**config.mk**
```make
export PLATFORM = sky130hd
export DESIGN_NAME = generic_bus_arbiter_flat
export DESIGN_NICKNAME = d
export VERILOG_FILES = /design/src/rtl/generic_bus_if.sv /design/src/rtl/generic_bus_arbiter.sv /design/src/flat_wrapper.sv
export SDC_FILE = /design/constraint.sdc
export NUM_CORES = 1
export LEC_CHECK = 0
export ABC_CLOCK_PERIOD_IN_PS = 1700
export BUFFER_PORTS_ARGS = -buffer_cell sky130_fd_sc_hd__buf_2
export CORE_AREA = 2 2 121 123
export DETAILED_ROUTE_END_ITERATION = 6
export DIE_AREA = 0 0 123 125
export PLACE_DENSITY = 0.62
export SLEW_MARGIN = 30
export SYNTH_ARGS = -nofsm -noshare
export SYNTH_HDL_FRONTEND = slang
export SYNTH_SLANG_ARGS = --single-unit
```
**constraint.sdc**
```tcl
create_clock -name CLK -period 1.7 [get_ports CLK]
set_input_delay 0.255 -clock CLK [delete_from_list [all_inputs] [get_ports CLK]]
set_output_delay 0.255 -clock CLK [all_outputs]
set_load 0.1 [all_outputs]
```
**src/rtl/generic_bus_if.sv**
```systemverilog
// ============================================================================
// Module      : generic_bus_if
// Description : Generic single-transfer memory bus. The requester drives the
//               address/data/strobe signals; the responder returns rdata and
//               holds busy high until the transfer completes.
// Revision    : 1.0 - initial release
// ============================================================================
`default_nettype none

interface generic_bus_if;
  logic [31:0] addr;
  logic [31:0] wdata;
  logic [31:0] rdata;
  logic [3:0]  byte_en;
  logic        ren;
  logic        wen;
  logic        busy;

  // Responder view: accepts a transfer, answers with rdata/busy
  modport generic_bus (
    input  addr, wdata, byte_en, ren, wen,
    output rdata, busy
  );

  // Requester view: issues a transfer, waits on rdata/busy
  modport cpu (
    output addr, wdata, byte_en, ren, wen,
    input  rdata, busy
  );
endinterface

`default_nettype wire

```
**src/rtl/generic_bus_arbiter.sv**
```systemverilog
// ============================================================================
// Module      : generic_bus_arbiter
// Description : Two-requester arbiter onto one downstream generic bus. The
//               granted transfer is captured in a request register so the
//               downstream bus stays stable for the whole transfer. Only one
//               transfer is outstanding at a time; arbitration is round-robin
//               (FIXED_PRIO=0) or port-0-wins (FIXED_PRIO=1).
// Revision    : 1.0 - initial release
// ============================================================================
`default_nettype none

module generic_bus_arbiter #(
  parameter int unsigned FIXED_PRIO = 0
) (
  input  logic                CLK,
  input  logic                nRST,
  generic_bus_if.generic_bus  m0_gen_bus_if,
  generic_bus_if.generic_bus  m1_gen_bus_if,
  generic_bus_if.cpu          out_gen_bus_if
);

  typedef enum logic [1:0] {
    IDLE = 2'd0,
    GNT0 = 2'd1,
    GNT1 = 2'd2
  } state_t;

  state_t      state_q;
  logic        last_grant_q;
  logic [31:0] addr_q;
  logic [31:0] wdata_q;
  logic [3:0]  byte_en_q;
  logic        ren_q;
  logic        wen_q;

  logic        req0;
  logic        req1;
  logic        pick1;
  logic        grant0_d;
  logic        grant1_d;
  logic        release_d;

  assign req0 = m0_gen_bus_if.ren | m0_gen_bus_if.wen;
  assign req1 = m1_gen_bus_if.ren | m1_gen_bus_if.wen;

  // Port 1 wins if it is the only requester, or on a round-robin tie when
  // port 0 was the last port served.
  assign pick1 = req1 & (~req0 | ((FIXED_PRIO == 0) & ~last_grant_q));

  // Grant/release decision for this cycle. At completion only the other port
  // is considered: the port just served still holds its strobes this cycle.
  always_comb begin
    grant0_d  = 1'b0;
    grant1_d  = 1'b0;
    release_d = 1'b0;
    case (state_q)
      IDLE: begin
        grant1_d = pick1;
        grant0_d = req0 & ~pick1;
      end
      GNT0: begin
        if (!out_gen_bus_if.busy) begin
          grant1_d  = req1;
          release_d = ~req1;
        end
      end
      GNT1: begin
        if (!out_gen_bus_if.busy) begin
          grant0_d  = req0;
          release_d = ~req0;
        end
      end
      default: release_d = 1'b1;
    endcase
  end

  // State, last-grant and request register; a read+write request is
  // captured as a read.
  always_ff @(posedge CLK or negedge nRST) begin
    if (!nRST) begin
      state_q      <= IDLE;
      last_grant_q <= 1'b1;
      addr_q       <= '0;
      wdata_q      <= '0;
      byte_en_q    <= '0;
      ren_q        <= 1'b0;
      wen_q        <= 1'b0;
    end else if (grant0_d) begin
      state_q      <= GNT0;
      last_grant_q <= 1'b0;
      addr_q       <= m0_gen_bus_if.addr;
      wdata_q      <= m0_gen_bus_if.wdata;
      byte_en_q    <= m0_gen_bus_if.byte_en;
      ren_q        <= m0_gen_bus_if.ren;
      wen_q        <= m0_gen_bus_if.wen & ~m0_gen_bus_if.ren;
    end else if (grant1_d) begin
      state_q      <= GNT1;
      last_grant_q <= 1'b1;
      addr_q       <= m1_gen_bus_if.addr;
      wdata_q      <= m1_gen_bus_if.wdata;
      byte_en_q    <= m1_gen_bus_if.byte_en;
      ren_q        <= m1_gen_bus_if.ren;
      wen_q        <= m1_gen_bus_if.wen & ~m1_gen_bus_if.ren;
    end else if (release_d) begin
      state_q      <= IDLE;
      ren_q        <= 1'b0;
      wen_q        <= 1'b0;
    end
  end

  // Downstream bus straight from the request register; strobes are cleared
  // whenever the arbiter is idle.
  assign out_gen_bus_if.addr    = addr_q;
  assign out_gen_bus_if.wdata   = wdata_q;
  assign out_gen_bus_if.byte_en = byte_en_q;
  assign out_gen_bus_if.ren     = ren_q;
  assign out_gen_bus_if.wen     = wen_q;

  // Only the granted port sees the downstream busy; everyone else waits.
  assign m0_gen_bus_if.busy  = (state_q != GNT0) | out_gen_bus_if.busy;
  assign m1_gen_bus_if.busy  = (state_q != GNT1) | out_gen_bus_if.busy;
  assign m0_gen_bus_if.rdata = out_gen_bus_if.rdata;
  assign m1_gen_bus_if.rdata = out_gen_bus_if.rdata;

endmodule

`default_nettype wire

```
**src/flat_wrapper.sv**
```systemverilog
// flat-port wrapper written by rule: the top's interface ports become plain ports
module generic_bus_arbiter_flat 
#(
  parameter int unsigned FIXED_PRIO = 0
)
  (CLK, nRST, m0_gen_bus_if_addr, m0_gen_bus_if_wdata, m0_gen_bus_if_byte_en, m0_gen_bus_if_ren, m0_gen_bus_if_wen, m0_gen_bus_if_rdata, m0_gen_bus_if_busy, m1_gen_bus_if_addr, m1_gen_bus_if_wdata, m1_gen_bus_if_byte_en, m1_gen_bus_if_ren, m1_gen_bus_if_wen, m1_gen_bus_if_rdata, m1_gen_bus_if_busy, out_gen_bus_if_addr, out_gen_bus_if_wdata, out_gen_bus_if_byte_en, out_gen_bus_if_ren, out_gen_bus_if_wen, out_gen_bus_if_rdata, out_gen_bus_if_busy);
  generic_bus_if m0_gen_bus_if_i ();
  generic_bus_if m1_gen_bus_if_i ();
  generic_bus_if out_gen_bus_if_i ();
  input  logic CLK;
  input  logic nRST;
  input wire logic [$bits(m0_gen_bus_if_i.addr)-1:0] m0_gen_bus_if_addr;
  input wire logic [$bits(m0_gen_bus_if_i.wdata)-1:0] m0_gen_bus_if_wdata;
  input wire logic [$bits(m0_gen_bus_if_i.byte_en)-1:0] m0_gen_bus_if_byte_en;
  input wire logic [$bits(m0_gen_bus_if_i.ren)-1:0] m0_gen_bus_if_ren;
  input wire logic [$bits(m0_gen_bus_if_i.wen)-1:0] m0_gen_bus_if_wen;
  output wire logic [$bits(m0_gen_bus_if_i.rdata)-1:0] m0_gen_bus_if_rdata;
  output wire logic [$bits(m0_gen_bus_if_i.busy)-1:0] m0_gen_bus_if_busy;
  input wire logic [$bits(m1_gen_bus_if_i.addr)-1:0] m1_gen_bus_if_addr;
  input wire logic [$bits(m1_gen_bus_if_i.wdata)-1:0] m1_gen_bus_if_wdata;
  input wire logic [$bits(m1_gen_bus_if_i.byte_en)-1:0] m1_gen_bus_if_byte_en;
  input wire logic [$bits(m1_gen_bus_if_i.ren)-1:0] m1_gen_bus_if_ren;
  input wire logic [$bits(m1_gen_bus_if_i.wen)-1:0] m1_gen_bus_if_wen;
  output wire logic [$bits(m1_gen_bus_if_i.rdata)-1:0] m1_gen_bus_if_rdata;
  output wire logic [$bits(m1_gen_bus_if_i.busy)-1:0] m1_gen_bus_if_busy;
  output wire logic [$bits(out_gen_bus_if_i.addr)-1:0] out_gen_bus_if_addr;
  output wire logic [$bits(out_gen_bus_if_i.wdata)-1:0] out_gen_bus_if_wdata;
  output wire logic [$bits(out_gen_bus_if_i.byte_en)-1:0] out_gen_bus_if_byte_en;
  output wire logic [$bits(out_gen_bus_if_i.ren)-1:0] out_gen_bus_if_ren;
  output wire logic [$bits(out_gen_bus_if_i.wen)-1:0] out_gen_bus_if_wen;
  input wire logic [$bits(out_gen_bus_if_i.rdata)-1:0] out_gen_bus_if_rdata;
  input wire logic [$bits(out_gen_bus_if_i.busy)-1:0] out_gen_bus_if_busy;
  assign m0_gen_bus_if_i.addr = m0_gen_bus_if_addr;
  assign m0_gen_bus_if_i.wdata = m0_gen_bus_if_wdata;
  assign m0_gen_bus_if_i.byte_en = m0_gen_bus_if_byte_en;
  assign m0_gen_bus_if_i.ren = m0_gen_bus_if_ren;
  assign m0_gen_bus_if_i.wen = m0_gen_bus_if_wen;
  assign m0_gen_bus_if_rdata = m0_gen_bus_if_i.rdata;
  assign m0_gen_bus_if_busy = m0_gen_bus_if_i.busy;
  assign m1_gen_bus_if_i.addr = m1_gen_bus_if_addr;
  assign m1_gen_bus_if_i.wdata = m1_gen_bus_if_wdata;
  assign m1_gen_bus_if_i.byte_en = m1_gen_bus_if_byte_en;
  assign m1_gen_bus_if_i.ren = m1_gen_bus_if_ren;
  assign m1_gen_bus_if_i.wen = m1_gen_bus_if_wen;
  assign m1_gen_bus_if_rdata = m1_gen_bus_if_i.rdata;
  assign m1_gen_bus_if_busy = m1_gen_bus_if_i.busy;
  assign out_gen_bus_if_addr = out_gen_bus_if_i.addr;
  assign out_gen_bus_if_wdata = out_gen_bus_if_i.wdata;
  assign out_gen_bus_if_byte_en = out_gen_bus_if_i.byte_en;
  assign out_gen_bus_if_ren = out_gen_bus_if_i.ren;
  assign out_gen_bus_if_wen = out_gen_bus_if_i.wen;
  assign out_gen_bus_if_i.rdata = out_gen_bus_if_rdata;
  assign out_gen_bus_if_i.busy = out_gen_bus_if_busy;
  generic_bus_arbiter #(.FIXED_PRIO(FIXED_PRIO)) u_core (.CLK(CLK), .nRST(nRST), .m0_gen_bus_if(m0_gen_bus_if_i), .m1_gen_bus_if(m1_gen_bus_if_i), .out_gen_bus_if(out_gen_bus_if_i));
endmodule
```
==> results of run 1 <==
worst max path at each step:
stage,to,slack [ns],depth (start not counted)
detailed placement,u_core.out_gen_bus_if.wdata[13],0.01,6
global placement,u_core.out_gen_bus_if.wdata[12],0.09,6
global route,u_core.out_gen_bus_if.addr[16],-0.04,6
CTS,u_core.out_gen_bus_if.wdata[13],-0.03,6
finish,u_core.out_gen_bus_if.wdata[28],-0.002,6
floorplan,u_core.out_gen_bus_if.addr[10],0.12,6
flip-flops by register name, indices dropped and copies added (netlist names):
signal	flops
u_core.out_gen_bus_if.addr	32
u_core.state_q	2
u_core.out_gen_bus_if.wdata	32
u_core.last_grant_q	1
u_core.out_gen_bus_if.byte_en	4
u_core.out_gen_bus_if.ren	1
u_core.out_gen_bus_if.wen	1
layer usage:
layer  up-vias  wire [µm]
met3        26        905
met1      1628       4210
met2       143       5420
li1       1574          -
met5         -          0
met4         0        155
cells by family (layout without fill, tap and decap cells):
logic type | after synthesis | after routing | share of synthesized area [%]
AO/OA/AOI/OAI | 146 | 146 | 26.8
buffers and inverters | 157 | 324 | 22.7
flip-flops | 73 | 73 | 48.3
AND/OR/NAND/NOR | 14 | 14 | 2.25
worst min-delay path, cell delays in order:
cell	delay [ns]
buf_2	0.08
a22oi_1	0.06
o21ai_2	0.05
layout make-up:
type                            count  area, µm²
Clock inverter                      2       10.0
Fill cell                        1471       8830
Inverter                           71        267
Tap cell                          184        230
Sequential cell                    73       1830
Timing Repair Buffer              237       1460
Multi-Input combinational cell    160       1300
Clock buffer                       14        284
through the flow:
step                 TNS, ns  setup slack, ns  hold slack (ns)  util [%]  instances
detailed placement         0           0.0113            0.151      32.6        713
floorplan                  0            0.120          -0.0406         -        390
global placement           0           0.0882            0.151      32.6        713
finish              -0.00233         -0.00233            0.150      37.9        741
global route          -0.679          -0.0379            0.146      37.9        741
CTS                   -0.149          -0.0314            0.134      35.1        732
cell usage in the layout, fill, tap and decap left out, types with 2 or more instances in the layout:
cell and n:
buf_12 8, clkbuf_8 4, dfrtp_1 72, nor2_1 5
a22oi_1 69, buf_6 7, o21ai_1 4, o21ai_4 2
buf_2 211, o21ai_2 62, and3b_1 2, clkinv_2 2
buf_4 5, a21oi_1 2, or2_2 2, or3b_4 2
inv_1 71, clkbuf_16 13
timing repair:
item,4_1_cts,5_1_grt
cloned,0,6
hold endpoints to repair,17,0
hold buffers,1,0
gates resized for setup,13,100
setup endpoints to repair,2,70
buffers inserted,2,3
pin swaps,2,4
==> metrics.md, run 1 <==
| Metric | Value |
|---|---|
| Wire length of the first global-routing pass | `15,800 µm` |
| Mapped Nets | `roughly 570` |
| Hold Crit Endpoint | `u_core.out_gen_bus_if.wdata[2]` |
| CP Capture Type | `register` |
| Clock Pin Slew Worst Setup and Hold Paths | `approximately 0.060 ns` |
| CP Launch Point | `u_core.state_q[1]` |
| Deepest clock path buffer count | `2` |
| Initial core utilization | `26.6%` |
| CTS tree | `built` |
| Top_reg_cell synth | `dfrtp_1` |
| First DRT Iteration DRCs | `129` |
| Worst setup margin | `-0.00233 ns` |
| Final WL | `roughly 11,000 µm` |
| TritonCTS Buffers | `9` |
| #FFs+latches synth | `73` |
| Worst path max stage delay | `0.39 ns` |
| MaxCap Viol Count | `0` |
| Hold Vio Cnt, Final | `0` |
| Post-synth ARST share | `between 90% and 100%` |
| GR Util met2 | `21.7%` |
| Worst r2r src | `u_core.state_q[1]` |
| Seq/Total Area, Yosys | `48.3%` |
| Syn_area_per_cell | `9.70 µm²` |
| Most frequent cell after synthesis | `dfrtp_1` |
| Max-slew headroom | `roughly two thirds` |
| IO Pins | `311` |
| GPL Wtd Cong | `~0.8` |
| Total core area | `14,200 µm²` |
| Area Growth Syn to Fin | `42.1%` |
| Hold Path Origin | `m0_gen_bus_if_wdata[2]` |
| Most Crowded Layer GR | `met2` |
| Met3 GRT Util | `5.43%` |
| Period utilisation layout | `100%` |
| R2R depth | `6` |
| N_diodes | `0` |
| Largest delay share family, worst path | `compound AO/OA/AOI/OAI gates` |
| EDFF count, synth | `0` |
| Clk sinks | `73` |
| Fin. max-slew vios | `0` |
| Detail Route Antenna Nets | `0` |
| Worst r2r dst | `u_core.out_gen_bus_if.wdata[28]` |
| Placed cell areas | `4630 µm²` |
| Pre-antenna DRT Iters | `4` |
| Horiz. Die Dim | `about 120 µm` |
| Status | `complete, but fails checks` |
| Congestion Overflow GR | `0` |
| Final setup vio count | `1` |
| Worst Max-Slew Pin Slew | `0.506 ns` |
| Syn. warnings | `0` |
| CP Buf/Inv Count | `3` |
| Vias | `3,371` |
| FF-to-FF setup slack | `-0.002 ns` |
| H-tree depth | `3` |
| Startpoint Class | `register` |
| Die Span Y | `125 µm` |
| M1 GR Usage | `14.5%` |
| Clk_lat worst skew | `roughly 0.33 ns` |
| Layout cell share with drive strength beyond 1 | `approximately three fifths` |
| Post-route cell area | `5380 µm²` |
| WS Path Type | `reg -> reg` |
| Failing checks | `negative setup slack` |
| Largest cells by area after synthesis | `dfrtp_1, a22oi_1, buf_4, inv_1, o21ai_0` |
| IO Port Bufs | `214` |
| Vias in the first global route | `3,366` |
| Initial antenna violation count | `0` |
| Clk_skew | `0.00299 ns` |
| Root buf cell | `clkbuf_16` |
| Final #Nets | `~730` |
| Routed wire per std cell | `14.4 µm` |
| Die ar. | `15,400 µm²` |
| Critical path cell sequence | `buf_6 -> o311a_4 -> or2_4 -> buf_12 -> clkbuf_16 -> o21ai_2` |
| Slowest CP cell | `o311a_4` |
| Synth cell types | `25` |
| Min Tclk post-route | `1.70 ns` |
| Detail Placement HPWL | `7390 µm` |
| Most common library cells after synthesis | `dfrtp_1, inv_1, a22oi_1` |
| WP data required | `1.96 ns` |
| RSZ-0062 raised after global routing | `yes` |
| Hold Path Class | `in -> reg` |
| Post-Syn Area | `3780 µm²` |
| F_max | `0.587 GHz` |
| Hold depth | `3` |
| Largest net degree at the start of global routing | `40` |
| Critical-path maximum fanout | `8` |
| Synthesized instance count | `390` |
| Vias per cell | `4.55` |
| Top-area cell type share of the netlist area | `47.6%` |
| DR DRC count | `0` |
| Cell Rows | `44` |
| Yosys top cell by area | `dfrtp_1` |
| Global router's overall resource usage | `12.8%` |
| Arrival time at the worst endpoint | `around 2.0 ns` |
Power of run 1 is left out: the tool's default activity adds up to more than one toggle a clock period on the data nets, which glitch-free logic cannot reach.
==> inputs of run 2 (changes only) <==
ABC_AREA = 1   (was not set)
CORE_AREA = 2 2 122 124   (was 2 2 121 123)
DIE_AREA = 0 0 124 126   (was 0 0 123 125)
PLACE_DENSITY = 0.65   (was 0.62)
==> run 2 against run 1 <==
  * The flow now finishes without violations
  * Clock skew rose by 0.0036 ns
  * Largest cell class unchanged
  * Flip-flop and latch count did not move
  * Worst hold slack got worse by 0.0014 ns
  * Critical endpoint is now m1_gen_bus_if_busy
==> metrics.md, run 2 <==
| Metric | Value |
|---|---|
| Status | `complete, no violations` |
| Critical-path maximum fanout | `6 (-2)` |
| Pre-antenna DRT Iters | `4 (unchanged)` |
| Wl on met1 | `4450 µm (+5.8%)` |
| Setup Fix Bufs, Post-CTS | `0 (-2)` |
| Top-area cell type share of the netlist area | `43.0% (-4.6 points)` |
| Clk_skew | `0.00656 ns (+0.00358 ns)` |
| H-tree depth | `3 (unchanged)` |
| WP data required | `1.44 ns (-0.52 ns)` |
| Largest net degree at the start of global routing | `43 (+7.5%)` |
| Mapped Nets | `793 (+40%)` |
| Initial antenna violation count | `0 (unchanged)` |
| Routed wire per std cell | `11.3 µm (-22%)` |
| WS Path Type | `reg -> out` |
| MaxCap Viol Count | `0 (unchanged)` |
| Wire length of the first global-routing pass | `17,200 µm (+9.4%)` |
| Total core area | `14,300 µm² (+0.78%)` |
| Synth cell types | `14 (-44%)` |
| Hold Slack | `0.149 ns (-0.00142 ns)` |
| Post-Syn Area | `4190 µm² (+11%)` |
| GPL Wtd Cong | `0.762 (-3.0%)` |
| Most frequent cells in the layout | `nand2_1, buf_2, inv_1` |
| Multi-input logic area | `1460 µm² (+12%)` |
| Cell Rows | `44 (unchanged)` |
| Vias in the first global route | `3,712 (+10%)` |
| Clk sinks | `73 (unchanged)` |
| Top_reg_cell synth | `dfrtp_1` |
| Most frequent cell after synthesis | `nand2_1` |
| Final setup vio count | `0 (-1)` |
| Max-slew headroom | `64.6% (-1.9 points)` |
| DR DRC count | `0 (unchanged)` |
| Hold Path Class | `in -> reg` |
| N_diodes | `0 (unchanged)` |
| Final WL | `10,700 µm (+0.59%)` |
| Horiz. Die Dim | `124 µm (+0.81%)` |
| Period utilisation layout | `95.4% (-4.7 points)` |
| CP Capture Type | `primary output` |
| Syn_area_per_cell | `6.78 µm² (-30%)` |
| Vias per cell | `4.03 (-11%)` |
| FF/Latch Area | `1830 µm² (unchanged)` |
| #FFs+latches synth | `73 (unchanged)` |
| Clk_lat worst skew | `0.33 ns (about the same)` |
| EDFF count, synth | `0 (unchanged)` |
| Global router's overall resource usage | `14.1% (+1.3 points)` |
| Post-synth ARST share | `100% (unchanged)` |
| Synthesized instance count | `618 (+58%)` |
| Startpoint Class | `register` |
| Largest cells by area after synthesis | `dfrtp_1, nand2_1, buf_4, inv_1, buf_2` |
| # fillers | `1,577 (+7.2%)` |
| Die ar. | `15,600 µm² (+1.6%)` |
| Seq/Total Area, Yosys | `43.7% (-4.7 points)` |
| Min Tclk post-route | `1.62 ns (-0.0798 ns)` |
| Clock Pin Slew Worst Setup and Hold Paths | `0.05 ns (about the same)` |
| Setup_tns | `0 ns (+0.00233 ns)` |
| TritonCTS Buffers | `9 (unchanged)` |
| DR top layer | `met4` |
| Most common cell after layout, fill and taps aside | `nand2_1` |
| Final #Nets | `941 (+29%)` |
| CTS tree | `built` |
| Fin. max-slew vios | `0 (unchanged)` |
| Die Span Y | `126 µm (+0.80%)` |
| Area Growth Syn to Fin | `27.5%` |
| Met2 wire length | `4930 µm (-9.0%)` |
| Most common library cells after synthesis | `nand2_1, inv_1, dfrtp_1` |
| IO Pins | `311 (unchanged)` |
| Detail Route Antenna Nets | `0 (unchanged)` |
| Initial core utilization | `29.3% (+2.6 points)` |
| Syn. warnings | `0 (unchanged)` |
| F_max | `0.616 GHz (+4.9%)` |
| Root buf cell | `clkbuf_16` |
| Hold Vio Cnt, Final | `0 (unchanged)` |
| First DRT Iteration DRCs | `112 (-13%)` |
| Deepest clock path buffer count | `2 (unchanged)` |
| Routed wire length on met3 | `1020 µm (+12%)` |
| Vias | `3,850 (+14%)` |
| Worst Max-Slew Pin Slew | `0.535 ns (+0.0291 ns)` |
| Layout cell share with drive strength beyond 1 | `31.6% (-27 points)` |
| IO Port Bufs | `214 (unchanged)` |
| RSZ-0062 raised after global routing | `no` |
| Yosys top cell by area | `dfrtp_1` |
| Arrival time at the worst endpoint | `1.37 ns (-0.59 ns)` |
| Detail Placement HPWL | `8220 µm (+11%)` |
| Congestion Overflow GR | `0 (unchanged)` |
[run 2: cell count changes in the layout (fill, tap and decap cells not counted), sizes merged, moves of 5 or more]
| cell | change |
|---|---|
| clkbuf | -7 |
| nor2 | +5 |
| buf | -11 |
| nand3 | +12 |
| nand2 | +355 |
| a22oi | -69 |
| o21ai | -68 |
| inv | +8 |
[run 2: path summary, 6_finish.rpt]
check	end	slack, ns	depth (start not counted)	startpoint
max reg2reg	u_core.out_gen_bus_if.addr[12]	0.17	7	u_core.state_q[0]
min reg2reg	u_core.out_gen_bus_if.addr[5]	0.47	2	u_core.out_gen_bus_if.addr[5]
max in group asynchronous	u_core.state_q[1]	0.70	3	nRST
max	m1_gen_bus_if_busy	0.08	3	u_core.state_q[0]
min	u_core.out_gen_bus_if.addr[26]	0.15	3	m0_gen_bus_if_addr[26]
min in group asynchronous	u_core.out_gen_bus_if.byte_en[1]	0.43	2	nRST
[run 2: metal layers]
metal / vias up / track usage (%)
met1: 1639 / 15.7
li1: 2019 / -
met2: 162 / 23.5
met4: 0 / 7.47
met3: 30 / 4.76
met5: - / 0
[run 2: final cells by class]
class	instances	share of cell area [%]
Timing Repair Buffer	222	22.5
Multi-Input combinational cell	381	27.4
Clock buffer	11	4.55
Clock inverter	5	1.48
Sequential cell	73	34.2
Inverter	79	5.55
Tap cell	184	4.31
[run 2: logic make-up (layout without fill, tap and decap cells)]
family	count (synthesis)	after routing	share of synthesized area, %
buffers and inverters	164	317	21.6
AND/OR/NAND/NOR	378	378	34.4
flip-flops	73	73	43.7
AO/OA/AOI/OAI	3	3	0.358
[run 2: timing repair]
action                                 4_1_cts  5_1_grt
resized for setup                            0        1
hold buffers                                 1        0
endpoints found under the hold margin       32        0
setup endpoints to repair                    0        7
[run 2: worst max-delay path, stage by stage (launching register included)]
cell     delay (ns)
dfrtp_1        0.44
nor2_1         0.11
nand2_1        0.07
buf_2          0.42
[run 2: through the flow]
step	setup WS, ns	instance area [µm²]	cells	util, %
after floorplan	0.283	4190	618	-
after global placement	0.165	5000	938	35.0
after detailed placement	0.157	5000	938	35.0
after CTS	0.0534	5340	955	37.3
after global routing	0.00815	5340	955	37.3
final	0.0774	5340	955	37.3
Power of run 2 is left out for the same reason.
==> inputs of run 3 (changes only) <==
CORE_AREA = not set   (was 2 2 122 124)
CORE_ASPECT_RATIO = 0.5   (was not set)
CORE_MARGIN = 10   (was not set)
CORE_UTILIZATION = 40   (was not set)
DIE_AREA = not set   (was 0 0 124 126)
PLACE_DENSITY = 0.83   (was 0.65)
==> run 3 against run 2 <==
  * Cell area is 0.66% lower
  * First-iteration DRC count increased by 33%
  * Wire length is 17% higher
  * Critical path depth up 1
  * Clock skew is 0.0029 ns lower
  * Final cell count shrank 4.4%
  * Via count is 0.88% higher
  * Non-clock buffer count rose by 2
  * Global-route usage up 1.5 points
  * Critical path type unchanged
  * Largest cell class unchanged
  * Highest routed layer unchanged
==> metrics.md, run 3 (synthesized netlist as in run 2, its figures left out) <==
| Metric | Value |
|---|---|
| Status | `complete, no violations` |
| Congestion Overflow GR | `0 (unchanged)` |
| RSZ-0062 raised after global routing | `no` |
| Vias in the first global route | `3,887 (+4.7%)` |
| Most common cell after layout, fill and taps aside | `nand2_1` |
| Critical path cell sequence | `inv_2 -> nor2_1 -> nand2_1 -> buf_2` |
| Initial antenna violation count | `0 (unchanged)` |
| H-tree depth | `3 (unchanged)` |
| Startpoint Class | `register` |
| Clk_skew | `0.00367 ns (-0.00290 ns)` |
| GPL Wtd Cong | `0.826 (+8.5%)` |
| Total core area | `10,200 µm² (-29%)` |
| Horiz. Die Dim | `165 µm (+33%)` |
| Hold depth | `3 (unchanged)` |
| Worst r2r dst | `u_core.out_gen_bus_if.wdata[15]` |
| Final WL | `12,600 µm (+17%)` |
| Most frequent cells in the layout | `nand2_1, buf_2, inv_1` |
| Wire length of the first global-routing pass | `19,000 µm (+10%)` |
| Hold Vio Cnt, Final | `0 (unchanged)` |
| Final #Nets | `943 (+0.21%)` |
| FF-to-FF setup slack | `0.15 ns (-0.02 ns)` |
| Slowest CP cell | `dfrtp_1` |
| Deepest clock path buffer count | `2 (unchanged)` |
| Root buf cell | `clkbuf_16` |
| MaxCap Viol Count | `0 (unchanged)` |
| IO Port Bufs | `214 (unchanged)` |
| Worst Max-Slew Pin Slew | `0.527 ns (-0.00730 ns)` |
| Worst r2r src | `u_core.last_grant_q` |
| DR top layer | `met4` |
| PostCTS Resize Cnt | `0 (unchanged)` |
| Initial core utilization | `41.0% (+12 points)` |
| Detail Placement HPWL | `9960 µm (+21%)` |
| DR DRC count | `0 (unchanged)` |
| Dpl cells | `896 (-4.5%)` |
| Hold Path Origin | `m1_gen_bus_if_addr[26]` |
| Hold Crit Endpoint | `u_core.out_gen_bus_if.addr[26]` |
| Die Span Y | `92.4 µm (-27%)` |
| Hold Slack | `0.138 ns (-0.0110 ns)` |
| Area Growth Syn to Fin | `26.7%` |
| Setup_tns | `0 ns (unchanged)` |
| Global router's overall resource usage | `15.6% (+1.5 points)` |
| Fin. max-slew vios | `0 (unchanged)` |
| TritonCTS Buffers | `9 (unchanged)` |
| Min Tclk post-route | `1.62 ns (-0.00196 ns)` |
| Clock Pin Slew Worst Setup and Hold Paths | `0.05 ns (about the same)` |
| Vias | `3,884 (+0.88%)` |
| WS Path Type | `reg -> out` |
| Pre-antenna DRT Iters | `5 (+1)` |
| Worst path max stage delay | `0.42 ns (-0.02 ns)` |
| F_max | `0.617 GHz (+0.12%)` |
| Post-Layout Cell Count | `913 (-4.4%)` |
| Wl on met1 | `4480 µm (+0.70%)` |
| Clk sinks | `73 (unchanged)` |
| First DRT Iteration DRCs | `149 (+33%)` |
| Max-slew headroom | `65.1% (+0.48 points)` |
| Cell Rows | `26 (-41%)` |
| WP data required | `1.44 ns (about the same)` |
| Period utilisation layout | `95.3% (-0.12 points)` |
| Routed wire per std cell | `13.8 µm (+22%)` |
| N_diodes | `0 (unchanged)` |
| Worst setup margin | `0.0794 ns (+0.00196 ns)` |
| Detail Route Antenna Nets | `0 (unchanged)` |
| Die ar. | `15,200 µm² (-2.6%)` |
| IO Pins | `311 (unchanged)` |
| CP Capture Type | `primary output` |
| Clk_lat worst skew | `0.33 ns (about the same)` |
| Largest net degree at the start of global routing | `45 (+4.7%)` |
| Critical-path maximum fanout | `5 (-1)` |
| Met2 wire length | `6920 µm (+40%)` |
| R2R depth | `8 (+1)` |
| Routed wire length on met3 | `812 µm (-20%)` |
| CP Launch Point | `u_core.state_q[1]` |
| Final setup vio count | `0 (unchanged)` |
| Hold Path Class | `in -> reg` |
| CTS tree | `built` |
| Layout cell share with drive strength beyond 1 | `31.8% (+0.18 points)` |
| Pre-CTS worst setup slack | `0.174 ns (+0.0169 ns)` |
| Vias per cell | `4.25 (+5.5%)` |
| Arrival time at the worst endpoint | `1.37 ns (about the same)` |
## run 3: changes by cell type in the layout (fill, tap and decap cells not counted)
cell	change
inv_6	+1
clkinv_4	-1
buf_4	+3
buf_6	-1
clkinv_2	-1
clkbuf_8	+1
## run 3: worst max-delay path: cells and delay by family, from the launching register on
family        cells  cell delay [ns]
simple gates      2             0.13
flops             1             0.42
buf+inv           2             0.48
## run 3: how the worst max path moves through the flow
stage	endpoint
after floorplan	u_core.out_gen_bus_if.addr[0]
after global placement	u_core.out_gen_bus_if.addr[29]
after detailed placement	u_core.out_gen_bus_if.wdata[21]
after CTS	m1_gen_bus_if_busy
after global routing	m0_gen_bus_if_busy
final	m1_gen_bus_if_busy
## run 3: repair_timing
| item | 4_1_cts | 5_1_grt |
|---|---|---|
| hold endpoints to repair | 28 | 0 |
| buffers inserted | 0 | 0 |
| hold buffers | 1 | 0 |
## run 3: layout make-up
type / count / area, µm²
fillers: 1047 / 4910
multi-input cells: 381 / 1460
clock inverters: 4 / 73.8
clock buffers: 12 / 256
flip-flops and latches: 73 / 1830
repair buffers: 224 / 1210
inverters: 79 / 297
well taps: 140 / 175
## run 3: metrics by stage
stage / util (%) / area [µm²]
3_3_place_gp: 48.6 / 4960
4_1_cts: 51.9 / 5310
3_5_place_dp: 48.6 / 4960
6_report: 51.9 / 5310
5_1_grt: 51.9 / 5310
2_1_floorplan: - / 4190
## run 3: per-layer routing
metal,GRT usage (%),vias to the layer above
li1,-,2016
met1,14.7,1729
met2,30.3,103
met3,5.08,36
met4,6.74,0
met5,0,-
Power of run 3 is left out for the same reason.
